$ cat src/rtl/tetris_pkg.sv
// Shared definitions for the falling-piece logic: board geometry, move
// directions (doubling as checker enable indices) and the move FSM states.
package tetris_pkg;

  localparam int BOARD_ROWS = 20;
  localparam int BOARD_COLS = 16;
  localparam int PIECE_SPAN = 4;

  // The piece origin is its top-left corner, so a 4x4 piece stops four
  // cells short of the far edges.
  localparam int DEF_MAX_X = BOARD_COLS - PIECE_SPAN;
  localparam int DEF_MAX_Y = BOARD_ROWS - PIECE_SPAN;

  typedef enum logic [1:0] {
    DIR_LEFT  = 2'd0,
    DIR_RIGHT = 2'd1,
    DIR_DOWN  = 2'd2,
    DIR_NONE  = 2'd3
  } dir_e;

  typedef enum logic [1:0] {
    IDLE  = 2'd0,
    ISSUE = 2'd1,
    EVAL  = 2'd2
  } state_e;

  function automatic logic [2:0] dir_onehot(input dir_e d);
    logic [2:0] oh;
    oh = 3'b000;
    case (d)
      DIR_LEFT:  oh = 3'b001;
      DIR_RIGHT: oh = 3'b010;
      DIR_DOWN:  oh = 3'b100;
      default:   oh = 3'b000;
    endcase
    return oh;
  endfunction

endpackage

$ cat src/rtl/drop_timer.sv
// Gravity timer: emits a one-cycle tick every DROP_PERIOD enabled cycles.
module drop_timer #(
  parameter int DROP_PERIOD = 25000000
) (
  input  logic clk,
  input  logic rst,
  input  logic run,
  input  logic clear,
  output logic tick
);

  localparam int CW = (DROP_PERIOD > 1) ? $clog2(DROP_PERIOD) : 1;
  localparam logic [CW-1:0] LAST = CW'(DROP_PERIOD - 1);

  logic [CW-1:0] cnt;

  assign tick = run && (cnt == LAST);

  // clear wins over counting so a manual down or spawn restarts the period
  always_ff @(posedge clk or posedge rst) begin
    if (rst) begin
      cnt <= '0;
    end else if (clear) begin
      cnt <= '0;
    end else if (run) begin
      cnt <= tick ? '0 : cnt + 1'b1;
    end
  end

endmodule

$ cat src/rtl/piece_move_controller.sv
// Requester side of the move-check handshake: arbitrates move requests,
// enables one collision checker, and commits or rejects the piece position.
module piece_move_controller
  import tetris_pkg::*;
#(
  parameter int SPAWN_X     = 6,
  parameter int MAX_X       = DEF_MAX_X,
  parameter int MAX_Y       = DEF_MAX_Y,
  parameter int DROP_PERIOD = 25000000
) (
  input  logic       Clock,
  input  logic       Reset,
  input  logic       run,
  input  logic       spawn,
  input  logic       moveLeft,
  input  logic       moveRight,
  input  logic       moveDown,
  input  logic       canMoveLeft,
  input  logic       canMoveRight,
  input  logic       canMoveDown,
  output logic [2:0] checkEnable,
  output logic [3:0] XPOS,
  output logic [4:0] YPOS,
  output logic       busy,
  output logic       moveDone,
  output logic       landed
);

  localparam logic [3:0] SPAWN_X_L = 4'(SPAWN_X);
  localparam logic [3:0] MAX_X_L   = 4'(MAX_X);
  localparam logic [4:0] MAX_Y_L   = 5'(MAX_Y);

  state_e     state, state_nxt;
  dir_e       dir, dir_nxt;
  logic       pend_spawn;
  logic       take_spawn;
  logic       take_down_manual;
  logic       ok;
  logic       tick;
  logic [3:0] x;
  logic [4:0] y;

  drop_timer #(
    .DROP_PERIOD(DROP_PERIOD)
  ) u_drop_timer (
    .clk  (Clock),
    .rst  (Reset),
    .run  (run && (state == IDLE)),
    .clear(take_spawn || take_down_manual),
    .tick (tick)
  );

  always_comb begin
    state_nxt        = state;
    dir_nxt          = dir;
    take_spawn       = 1'b0;
    take_down_manual = 1'b0;
    ok               = 1'b0;
    case (state)
      IDLE: begin
        if (spawn || pend_spawn) begin
          take_spawn = 1'b1;
        end else if (moveDown || tick) begin
          dir_nxt          = DIR_DOWN;
          state_nxt        = ISSUE;
          take_down_manual = moveDown;
        end else if (moveLeft) begin
          dir_nxt   = DIR_LEFT;
          state_nxt = ISSUE;
        end else if (moveRight) begin
          dir_nxt   = DIR_RIGHT;
          state_nxt = ISSUE;
        end
      end
      ISSUE: state_nxt = EVAL;
      EVAL: begin
        state_nxt = IDLE;
        // position guards keep XPOS/YPOS from wrapping whatever the checker says
        case (dir)
          DIR_LEFT:  ok = canMoveLeft  && (x != 4'd0);
          DIR_RIGHT: ok = canMoveRight && (x < MAX_X_L);
          DIR_DOWN:  ok = canMoveDown  && (y < MAX_Y_L);
          default:   ok = 1'b0;
        endcase
      end
      default: state_nxt = IDLE;
    endcase
  end

  always_ff @(posedge Clock or posedge Reset) begin
    if (Reset) begin
      state      <= IDLE;
      dir        <= DIR_NONE;
      pend_spawn <= 1'b0;
      x          <= SPAWN_X_L;
      y          <= '0;
      moveDone   <= 1'b0;
      landed     <= 1'b0;
    end else begin
      state    <= state_nxt;
      dir      <= dir_nxt;
      moveDone <= 1'b0;
      landed   <= 1'b0;
      // a spawn arriving mid-check must not be lost; replay it once idle
      if ((state != IDLE) && spawn) begin
        pend_spawn <= 1'b1;
      end else if (take_spawn) begin
        pend_spawn <= 1'b0;
      end
      if (take_spawn) begin
        x <= SPAWN_X_L;
        y <= '0;
      end else if (state == EVAL) begin
        if (ok) begin
          moveDone <= 1'b1;
          case (dir)
            DIR_LEFT:  x <= x - 4'd1;
            DIR_RIGHT: x <= x + 4'd1;
            DIR_DOWN:  y <= y + 5'd1;
            default:   ;
          endcase
        end else if (dir == DIR_DOWN) begin
          landed <= 1'b1;
        end
      end
    end
  end

  assign checkEnable = (state == ISSUE) ? dir_onehot(dir) : 3'b000;
  assign busy        = (state != IDLE);
  assign XPOS        = x;
  assign YPOS        = y;

endmodule

$ cat config.mk
export PLATFORM = sky130hd
export DESIGN_NAME = piece_move_controller
export DESIGN_NICKNAME = d
export VERILOG_FILES = /design/src/rtl/tetris_pkg.sv /design/src/rtl/drop_timer.sv /design/src/rtl/piece_move_controller.sv
export SDC_FILE = /design/constraint.sdc
export NUM_CORES = 1
export LEC_CHECK = 0
export ABC_AREA = 0
export ABC_CLOCK_PERIOD_IN_PS = 1890
export CORE_AREA = 8 8 76 78
export DETAILED_ROUTE_END_ITERATION = 10
export DIE_AREA = 0 0 84 86
export PLACE_DENSITY = 0.73
export SLEW_MARGIN = 15
export SYNTH_ARGS = -nofsm -noshare
export SYNTH_HDL_FRONTEND = slang
export SYNTH_SLANG_ARGS = --single-unit
$ cat constraint.sdc
create_clock -name Clock -period 1.89 [get_ports Clock]
set_input_delay 0.2835 -clock Clock [delete_from_list [all_inputs] [get_ports Clock]]
set_output_delay 0.2835 -clock Clock [all_outputs]
set_load 0.01 [all_outputs]
==> flow_results.org <==
** Clock network
- In this run, post-CTS hold repair placed 0 buffers.
- Insertion delay of the later-clocked pin in the worst-skew pair :: around 300 ps
- In this run the clock root is driven by a sky130_fd_sc_hd__clkbuf_8.
- TritonCTS clock tree :: done
- Inserted Clock Buffers :: 5
- In this run the number of H-tree levels came out at 2.
- Counting every sink on the clock net gives 41.
- Clock transition time at the flip-flop clock pins of the worst setup and hold paths :: roughly 80 ps
- The longest clock path from root to sink contains 2 buffers.

** Finish
- Proportion of layout cells with a drive suffix above 1 :: about a fifth
- Cells fill between 60% and 70% of the core in the end.
- Final net count :: around 310
- The repair_antennas step left the layout with diodes totalling 0.
- From synthesis to final layout, the design area changed by 33.5%.
- Final Instance Count excl. Fillers :: 346

** Timing
- Layout Skew :: 4.94 ps
- Setup repair after global routing could not meet its margin everywhere.
- Final critical-path required period :: 1890 ps
- Final count of pins violating max slew :: 0
- Setup violators final :: 0
- Final clock period utilization by the worst path :: between 90% and 100%
- The hold violation total from the final report came to 0.
- Worst-case headroom to the max-slew limit :: just over 70%
- At the pin with the least slew margin, the transition time is approximately 410 ps.
- Setup total negative slack on the finished layout was measured at 0 ps.
- Based on the critical path, the design can be clocked at up to ~0.53 GHz.

** Synth
- Library cell occupying the most area in the post-synthesis netlist :: sky130_fd_sc_hd__dfrtp_1
- By area the synthesized netlist is led by sky130_fd_sc_hd__dfrtp_1, sky130_fd_sc_hd__nor2_1, sky130_fd_sc_hd__xor2_1, sky130_fd_sc_hd__dfstp_2, sky130_fd_sc_hd__xnor2_1.
- Syn_area_per_cell :: around 9.6 µm²
- Distinct cell type count of the synthesized netlist :: between 40 and 50
- Of all flip-flops after synthesis, the portion carrying an async set or reset was 100%.
- Sequential elements use between 40% and 50% of the synthesized area.
- The most used flip-flop cell after synthesis is sky130_fd_sc_hd__dfrtp_1.
- After synthesis the cells add up to between 2000 and 2500 µm².
- The number of nets in the synthesized netlist is between 200 and 250.
- During synthesis, Yosys emitted a total of 0 warnings.
- In this run, synthesis inferred 0 flip-flops with an integrated enable.
- Portion of synthesized cell area occupied by the leading cell type :: around 42%
- FF+latch count, synth :: between 40 and 50
- The cell count after synthesis came out at between 200 and 250.

** Floorplanning
- The floorplan has 25 rows.
- Die Area :: a little over 7000 µm²
- Die Ht :: between 80 and 90 µm
- The core region is 4600 µm².
- Count of pins on the block boundary :: 25
- Initial standard-cell utilization of the core :: approximately 47%
- The die is around 84 µm wide.

** Global route
- Residual overflow from global routing :: 0
- Antenna violations before repair :: 0
- The via count of the first global-routing pass was around 1900.
- Total GRT Usage :: around 15%
- Global-route wire length before repair :: approximately 8700 µm
- Pin count of the biggest net entering global routing :: 42

** Power
- Leakage :: 0.00128 µW
- Largest voltage drop on the vdd net :: 0.000407 V
- Total power of the final layout :: around 2700 µW
- Power per cell area :: 940 nW/µm²

** Place
- Routability-driven placement finished with a final weighted congestion of 0.903.
- In this run the tool buffered the top-level ports with 24 buffer cells.
- After detailed placement, the design holds a cell count of roughly 340.
- Hpwl dp :: around 3700 µm

** Critical path
- Critical path data arrival time :: just over 2000 ps
- Element type at the critical path end :: register
- Tracing the worst setup path back leads to its startpoint at run.
- Reg-to-reg setup timing slack :: approximately 10 ps
- Kind of start point of the critical path :: primary input
- Biggest fanout along the worst timing path :: 3
- Worst path required time :: ~2100 ps
- The worst register-to-register path begins at state[0].
- Kind of critical path :: primary input to register

** Job
- Max-cap violations in this run came to 0.

** Worst hold path
- The tightest min-delay check is of the primary input to asynchronous set/reset pin type.

** Detailed routing
- Number of remaining DRC errors :: 0
- The detail route stage leaves a number of antenna-violating nets equal to 0.
- Number of iterations in the first detailed-routing pass :: 4
- Number of vias after detailed routing :: between 1500 and 2000
- After detailed routing, the total wire length is slightly below 5000 µm.
- The first routing iteration left 69 violations.
- Dividing the detail-routed via count by the number of cells gives 5.41.
- After detailed routing, the average wire length per cell comes to roughly 14 µm.

** Run status
- The run finished with clean final reports.
## layer usage
layer  wire, µm  part of all wire (%)  global-route usage, %  vias to the layer above
met5          0                     0                      0                        -
met1       2310                    47                   17.9                      896
li1           -                     -                      -                      934
met3        296                   6.0                   4.93                        5
met2       2260                    46                   23.2                       38
met4         60                   1.2                   5.02                        0
## placed cells by master (no fill, tap or decap), types with 2 or more instances in the layout
cell and n:
sky130_fd_sc_hd__nor2_1 39, sky130_fd_sc_hd__dfrtp_1 37, sky130_fd_sc_hd__buf_4 32, sky130_fd_sc_hd__clkdlybuf4s50_1 20, sky130_fd_sc_hd__nand2_1 16, sky130_fd_sc_hd__xor2_1 16
sky130_fd_sc_hd__nand3_1 12, sky130_fd_sc_hd__nand4_1 9, sky130_fd_sc_hd__a21oi_1 9, sky130_fd_sc_hd__inv_1 8, sky130_fd_sc_hd__xnor2_1 8, sky130_fd_sc_hd__nand2b_1 7
sky130_fd_sc_hd__o21ai_0 6, sky130_fd_sc_hd__clkbuf_8 6, sky130_fd_sc_hd__nor3_1 5, sky130_fd_sc_hd__dfstp_2 4, sky130_fd_sc_hd__nor4_1 4, sky130_fd_sc_hd__ha_1 4
sky130_fd_sc_hd__nand3b_1 3, sky130_fd_sc_hd__or3_1 3, sky130_fd_sc_hd__dlygate4sd2_1 3, sky130_fd_sc_hd__nor3b_1 2, sky130_fd_sc_hd__o211ai_1 2, sky130_fd_sc_hd__and3_1 2
sky130_fd_sc_hd__a22o_1 2, sky130_fd_sc_hd__a31oi_1 2, sky130_fd_sc_hd__o31ai_1 2, sky130_fd_sc_hd__buf_12 2
## registers in the layout, indices dropped and copies added (netlist names)
signal            cells
XPOS                  4
YPOS                  5
dir                   2
landed                1
moveDone              1
pend_spawn            1
state                 2
u_drop_timer.cnt     25
## through the flow
step                setup slack, ps  area (µm²)  hold WS (ps)
global route                  -59.0        2910           374
global placement               -272        2740           515
detailed placement             -300        2740           512
CTS                           -27.2        2860           342
finish                         1.01        2910           329
floorplan                      15.8        2180           425
## path summary, 6_finish.rpt
kind	cells past startpoint	end
max	7	u_drop_timer.cnt[22]
min	3	u_drop_timer.cnt[21]
max reg2reg	6	u_drop_timer.cnt[22]
min reg2reg	2	dir[1]
max in group asynchronous	3	XPOS[1]
min in group Clock	2	dir[1]
## logic make-up (layout without fill, tap and decap cells)
family / Yosys count / in the layout / synth area share [%]
fa+ha+maj: 5 / 5 / 3.21
simple gates: 112 / 112 / 26.7
mux: 2 / 2 / 0.975
buf+inv: 11 / 75 / 2.24
xor+xnor: 24 / 24 / 9.63
compound gates: 33 / 33 / 10.0
flops: 41 / 41 / 47.2
## cell type report
class	count	area, µm²
Fill cell	401	1680
Multi-Input combinational cell	176	1150
Clock buffer	7	86.3
Clock inverter	1	30.0
Sequential cell	41	1030
Inverter	9	33.8
Tap cell	54	67.6
Timing Repair Buffer	58	519
## repair_timing
action                                  CTS  global route
gates resized for setup                   3             9
setup buffers                             1             1
pin swaps                                 1             7
endpoints found under the setup margin    8            28
## worst max-delay path, cell delays in order
cell,delay [ps]
sky130_fd_sc_hd__clkdlybuf4s50_1,510
sky130_fd_sc_hd__or4b_1,500
sky130_fd_sc_hd__nor4_4,220
sky130_fd_sc_hd__buf_4,180
sky130_fd_sc_hd__o2bb2ai_4,140
sky130_fd_sc_hd__o21bai_1,140
sky130_fd_sc_hd__a21oi_1,80
## synthesized netlist by cell type, types with 4 or more instances
cell and number:
sky130_fd_sc_hd__ha_1 4, sky130_fd_sc_hd__nor4_1 5, sky130_fd_sc_hd__nand4_1 9, sky130_fd_sc_hd__o21ai_0 7, sky130_fd_sc_hd__xnor2_1 8, sky130_fd_sc_hd__nor3_1 5
sky130_fd_sc_hd__nand3_1 12, sky130_fd_sc_hd__dfrtp_1 37, sky130_fd_sc_hd__a21oi_1 10, sky130_fd_sc_hd__inv_1 8, sky130_fd_sc_hd__nand2_1 16, sky130_fd_sc_hd__dfstp_2 4
sky130_fd_sc_hd__nor2_1 40, sky130_fd_sc_hd__xor2_1 16, sky130_fd_sc_hd__nand2b_1 7
## where the power goes
| part | internal (µW) | switching (µW) | leakage, µW |
|---|---|---|---|
| combinational | 440 | 496 | 0.000670 |
| clock | 431 | 307 | 0.0000585 |
| sequential | 982 | 84.0 | 0.000555 |
Note: power is estimated with default switching activity, not from simulation.
